--- src/rtl/fir_pkg.sv ---
// Shared types for the FIR coefficient path.
// Loader states and the coefficient word type.
package fir_pkg;

  localparam int COEFF_W = 16;

  typedef enum logic [1:0] {
    IDLE,
    LOAD,
    PENDING
  } loader_state_t;

  typedef logic signed [COEFF_W-1:0] coeff_t;

endpackage

--- src/rtl/fir_coeff_bank.sv ---
// Coefficient register bank: clear-all, indexed write,
// parallel load and a flattened read port (entry 0 in the LSBs).
module fir_coeff_bank
  import fir_pkg::*;
#(
  parameter int DEPTH = 16,
  parameter int W     = $bits(coeff_t),
  parameter int AW    = $clog2(DEPTH)
) (
  input  logic               clk,
  input  logic               rst,
  input  logic               clr_i,
  input  logic               we_i,
  input  logic [AW-1:0]      waddr_i,
  input  logic [W-1:0]       wdata_i,
  input  logic               ld_i,
  input  logic [DEPTH*W-1:0] ld_data_i,
  output logic [DEPTH*W-1:0] rd_o
);

  logic [DEPTH-1:0][W-1:0] mem_q;

  always_ff @(posedge clk) begin
    if (rst || clr_i) begin
      mem_q <= '0;
    end else if (ld_i) begin
      mem_q <= ld_data_i;
    end else if (we_i) begin
      mem_q[waddr_i] <= wdata_i;
    end
  end

  assign rd_o = mem_q;

endmodule

--- src/rtl/fir_coeff_loader.sv ---
// Collects a coefficient set into a shadow bank and swaps it
// into the active bank on a sample boundary.
module fir_coeff_loader
  import fir_pkg::*;
#(
  parameter int MAX_TAPS  = 16,
  parameter int COEFF_W   = fir_pkg::COEFF_W,
  parameter int TAP_CNT_W = $clog2(MAX_TAPS + 1)
) (
  input  logic                        clk,
  input  logic                        rst,
  input  logic                        load_start,
  input  logic [TAP_CNT_W-1:0]        num_taps,
  input  logic                        coeff_data_valid,
  input  logic [31:0]                 coeff_data,
  input  logic                        sample_strobe,
  output logic [MAX_TAPS*COEFF_W-1:0] coeffs,
  output logic [TAP_CNT_W-1:0]        num_taps_active,
  output logic                        busy,
  output logic                        swap_done,
  output logic                        load_error
);

  localparam int AW = $clog2(MAX_TAPS);

  loader_state_t        state_q, state_d;
  logic [TAP_CNT_W-1:0] idx_q, idx_d;
  logic [TAP_CNT_W-1:0] ntaps_q, ntaps_d;
  logic [TAP_CNT_W-1:0] nact_q, nact_d;
  logic                 err_q, err_d;
  logic                 swap_q, swap_d;

  logic sh_clr, sh_we, act_ld, cnt_ok, word_in;
  logic [MAX_TAPS*COEFF_W-1:0] sh_rd;
  logic unused_hi;

  assign unused_hi = ^coeff_data[31:COEFF_W];
  assign cnt_ok    = (num_taps != '0) &&
                     (num_taps <= TAP_CNT_W'(MAX_TAPS));
  // load_start always wins over a coincident word
  assign word_in   = coeff_data_valid && !load_start;

  always_comb begin
    state_d = state_q;
    idx_d   = idx_q;
    ntaps_d = ntaps_q;
    nact_d  = nact_q;
    err_d   = err_q;
    swap_d  = 1'b0;
    sh_clr  = 1'b0;
    sh_we   = 1'b0;
    act_ld  = 1'b0;
    unique case (state_q)
      IDLE: begin
        if (word_in) err_d = 1'b1;
      end
      LOAD: begin
        if (word_in) begin
          sh_we = 1'b1;
          idx_d = idx_q + TAP_CNT_W'(1);
          if (idx_q == ntaps_q - TAP_CNT_W'(1))
            state_d = PENDING;
        end
      end
      PENDING: begin
        if (sample_strobe) begin
          act_ld  = 1'b1;
          nact_d  = ntaps_q;
          swap_d  = 1'b1;
          state_d = IDLE;
        end
        if (word_in) err_d = 1'b1;
      end
      default: state_d = IDLE;
    endcase
    // the swap above reads the old shadow, so clearing here is safe
    if (load_start) begin
      if (cnt_ok) begin
        ntaps_d = num_taps;
        idx_d   = '0;
        err_d   = 1'b0;
        sh_clr  = 1'b1;
        state_d = LOAD;
      end else begin
        err_d   = 1'b1;
        state_d = IDLE;
      end
    end
  end

  always_ff @(posedge clk) begin
    if (rst) begin
      state_q <= IDLE;
      idx_q   <= '0;
      ntaps_q <= '0;
      nact_q  <= '0;
      err_q   <= 1'b0;
      swap_q  <= 1'b0;
    end else begin
      state_q <= state_d;
      idx_q   <= idx_d;
      ntaps_q <= ntaps_d;
      nact_q  <= nact_d;
      err_q   <= err_d;
      swap_q  <= swap_d;
    end
  end

  fir_coeff_bank #(
    .DEPTH (MAX_TAPS),
    .W     (COEFF_W)
  ) u_shadow (
    .clk       (clk),
    .rst       (rst),
    .clr_i     (sh_clr),
    .we_i      (sh_we),
    .waddr_i   (idx_q[AW-1:0]),
    .wdata_i   (coeff_data[COEFF_W-1:0]),
    .ld_i      (1'b0),
    .ld_data_i ('0),
    .rd_o      (sh_rd)
  );

  fir_coeff_bank #(
    .DEPTH (MAX_TAPS),
    .W     (COEFF_W)
  ) u_active (
    .clk       (clk),
    .rst       (rst),
    .clr_i     (1'b0),
    .we_i      (1'b0),
    .waddr_i   ('0),
    .wdata_i   ('0),
    .ld_i      (act_ld),
    .ld_data_i (sh_rd),
    .rd_o      (coeffs)
  );

  assign num_taps_active = nact_q;
  assign busy            = (state_q != IDLE);
  assign swap_done       = swap_q;
  assign load_error      = err_q;

endmodule

--- config.mk ---
export PLATFORM = sky130hd
export DESIGN_NAME = fir_coeff_loader
export DESIGN_NICKNAME = d
export VERILOG_FILES = /design/src/rtl/fir_pkg.sv /design/src/rtl/fir_coeff_bank.sv /design/src/rtl/fir_coeff_loader.sv
export SDC_FILE = /design/constraint.sdc
export NUM_CORES = 1
export LEC_CHECK = 0
export BUFFER_PORTS_ARGS = -buffer_cell sky130_fd_sc_hd__buf_2
export CELL_PAD_IN_SITES_DETAIL_PLACEMENT = 0
export CELL_PAD_IN_SITES_GLOBAL_PLACEMENT = 1
export CORE_MARGIN = 1.5
export CORE_UTILIZATION = 42
export DETAILED_ROUTE_END_ITERATION = 10
export GPL_ROUTABILITY_DRIVEN = 1
export PLACE_DENSITY = 0.85
export SLEW_MARGIN = 0
export SYNTH_ARGS = -nofsm -noshare
export SYNTH_HDL_FRONTEND = slang
export SYNTH_SLANG_ARGS = --single-unit
--- constraint.sdc ---
create_clock -name clk -period 2.35 [get_ports clk]
set_input_delay 0.47 -clock clk [delete_from_list [all_inputs] [get_ports clk]]
set_output_delay 0.47 -clock clk [all_outputs]
set_load 0.05 [all_outputs]
==> metrics <==
VDD IR-drop max=0.000497 V; CTS sink count=531; Num CTS Buffers=53; max-slew violations=0; RSZ-0062 raised after global routing=false; Critical Path Stages=2; Skew-Pair Late Insertion Delay=~0.60 ns; element type at the critical path end=output pin; placed inst area=21000 µm²; Core Rows=77; Hold Path Class=in -> reg; antenna violations before repair=0; prevailing post-synth register cell=dfxtp_1; CTS tree=done; cell family with most CP delay=flip-flops; pre-CTS WS=slightly above 0.3 ns; CP Cell Sequence=or2_2 > buf_2; CORE AREA=44500 µm²; Critical path origin=state_q[1]; Die ar.=46700 µm²; port bufs=289; final setup violation count=0; post-synthesis cell area=approximately 19000 µm²; vias in the first global route=approximately 15000; Hold Buf Count CTS=0; syn avg cell area=8.53 µm²; worst endpoint required time=approximately 1.9 ns; Synth Instances=about 2200; drt pass-1 iters=5; CP Capture Point=busy; crit path max fanout=7; Net Sw Frac=between 20 and 25%; Die Y=216 µm; Worst EP arrival=roughly 1.6 ns; Final Power=17900 µW; area grow syn2layout=19.3%; power per cell area=786 nW/µm²; Seq/Total Area, Yosys=between 50% and 60%; FF-to-FF path depth=6; Vias/cell=5.06; largest net degree at the start of global routing=131; CTS Root Cell=clkbuf_16; Reg clk slew, reported paths=0.07 ns; cell-internal power=14000 µW; Die X=between 200 and 250 µm; FF-to-FF Start=idx_q[0]; # DRC=0; Hold Violations, Final=0; CP bufs+invs=1; DR iter-0 viols=1000; Slew HR=50.3%; Initial Util=42.9%; Sequential Power Share=50.4%; worst-margin pin slew=0.745 ns; post-synthesis register bit count=531; Synth warnings=0; clock share of power=about 47%; design area=22800 µm²; switching power=3910 µW; IO Pins=306; reg2reg end=u_shadow.rd_o[77]; CP max stage cell=dfxtp_1; Final Skew=0.0212 ns; status=complete, no violations; final-layout fill cell count=4224; wire per inst=17.6 µm; RD Place Congestion=0.769; synth unique cells=35; Vias=15584; Max Freq=0.496 GHz; Tot GR Track Use=22.6%; asr flop ratio synth=0%; Crit path largest cell delay=0.39 ns; total gr overflow=0; Worst Path Class, Setup=reg -> out; TNS Setup=0 ns; Worst Hold Slack=0.147 ns; commonest cells after routing, fill and taps aside=nand2_1, dfxtp_1, a21oi_1, buf_2, nor2_1; clock period minus worst slack=about 2 ns; number of flops mapped to enable cells by yosys=0; FF/Latch Area=approximately 11000 µm²; DRT antenna net count=0; leading cell type in the layout, fill and taps excluded=nand2_1; total setup buffers inserted after CTS=0; first-pass GRT wire length=83300 µm; Final WS setup=roughly 0.33 ns; DRT Wirelength=54200 µm; H-tree lvl count=2; Comb pwr share=2.9%; Pleak=0.00938 µW; Startpoint Class=register; worst-case clock buffer depth=3; DP HPWL=33400 µm; Max-cap violations=0; layout cells sized above 1=19.5%; post-cts gate resize count=0; n_diodes=0; crit share post-route=85.8%; footprint of the multi-input gates=about 7600 µm²; nets=approximately 2500; Syn Nets=2285; Register-to-Register Setup Slack=0.50 ns
==> metrics by stage <==
step	util, %	std cells
6_report	51.2	3079
5_1_grt	51.2	3079
4_1_cts	51.2	3079
3_5_place_dp	47.3	2987
3_3_place_gp	47.3	2987
2_1_floorplan	-	2238
==> how the worst min path moves through the flow <==
stage | startpoint | depth (start not counted) | slack, ns | end
final | rst | 2 | 0.15 | ntaps_q[2]
after CTS | rst | 2 | 0.10 | ntaps_q[2]
after floorplan | u_shadow.rd_o[100] | 2 | 0.43 | u_active.rd_o[100]
after global placement | u_shadow.rd_o[21] | 2 | 0.44 | u_active.rd_o[21]
after detailed placement | u_shadow.rd_o[211] | 2 | 0.44 | u_active.rd_o[211]
after global routing | rst | 2 | 0.14 | ntaps_q[1]
==> flip-flops by register name, indices dropped and copies added, names as in the netlist <==
signal,count
ntaps_q,5
num_taps_active,5
u_active.rd_o,256
idx_q,5
swap_done,1
state_q,2
u_shadow.rd_o,256
load_error,1
==> logic make-up after synthesis <==
group,after synthesis,synth area share [%]
AND/OR/NAND/NOR,959,19.8
flip-flops,531,55.7
AO/OA/AOI/OAI,410,11.8
buffers and inverters,193,5.07
multiplexers,128,6.71
XOR/XNOR,12,0.551
adder cells (fa/ha/maj),5,0.328
==> power by group through the flow <==
stage | Clock [µW] | Sequential (µW) | Combinational, µW
global route | 8860 | 9020 | 544
CTS | 8510 | 9020 | 518
finish | 8350 | 9020 | 518
global placement | 0 | 9220 | 512
floorplan | 0 | 9220 | 293
detailed placement | 0 | 9220 | 517
==> layer usage <==
metal	vias to the layer above	global-route usage, %	wire length [µm]
met2	426	38.0	26000
met1	7432	29.7	23900
li1	7645	-	-
met4	0	7.87	1350
met3	81	3.17	2920
met5	-	0	0
==> cell usage after synthesis (all sizes together) (4+ instances only) <==
master | n | area share (%)
nand2 | 779 | 15
o21ai | 6 | 0.16
a21oi | 396 | 11
inv | 7 | 0.14
nand4 | 7 | 0.23
nand4bb | 4 | 0.24
mux2i | 128 | 6.7
clkbuf | 124 | 2.5
nor2 | 138 | 2.7
and4 | 4 | 0.18
xor2 | 6 | 0.28
nand3 | 7 | 0.18
dfxtp | 531 | 56
ha | 5 | 0.33
buf | 62 | 2.5
xnor2 | 6 | 0.28
nand4b | 8 | 0.37
==> cell type report <==
type | count | area share (%)
inverters | 7 | 0.115
repair buffers | 343 | 9.16
well taps | 592 | 3.25
flip-flops and latches | 531 | 46.7
multi-input cells | 1514 | 33.2
clock inverters | 15 | 0.637
clock buffers | 77 | 6.93
==> worst register-to-register path, delay by kind of cell, from the launching register on <==
family	cells	cell delay (ns)
buffers and inverters	2	0.44
AND/OR/NAND/NOR	2	0.27
flip-flops	1	0.46
adder cells (fa/ha/maj)	1	0.32
multiplexers	1	0.25
No activity file was read; power rests on OpenSTA's default activity.
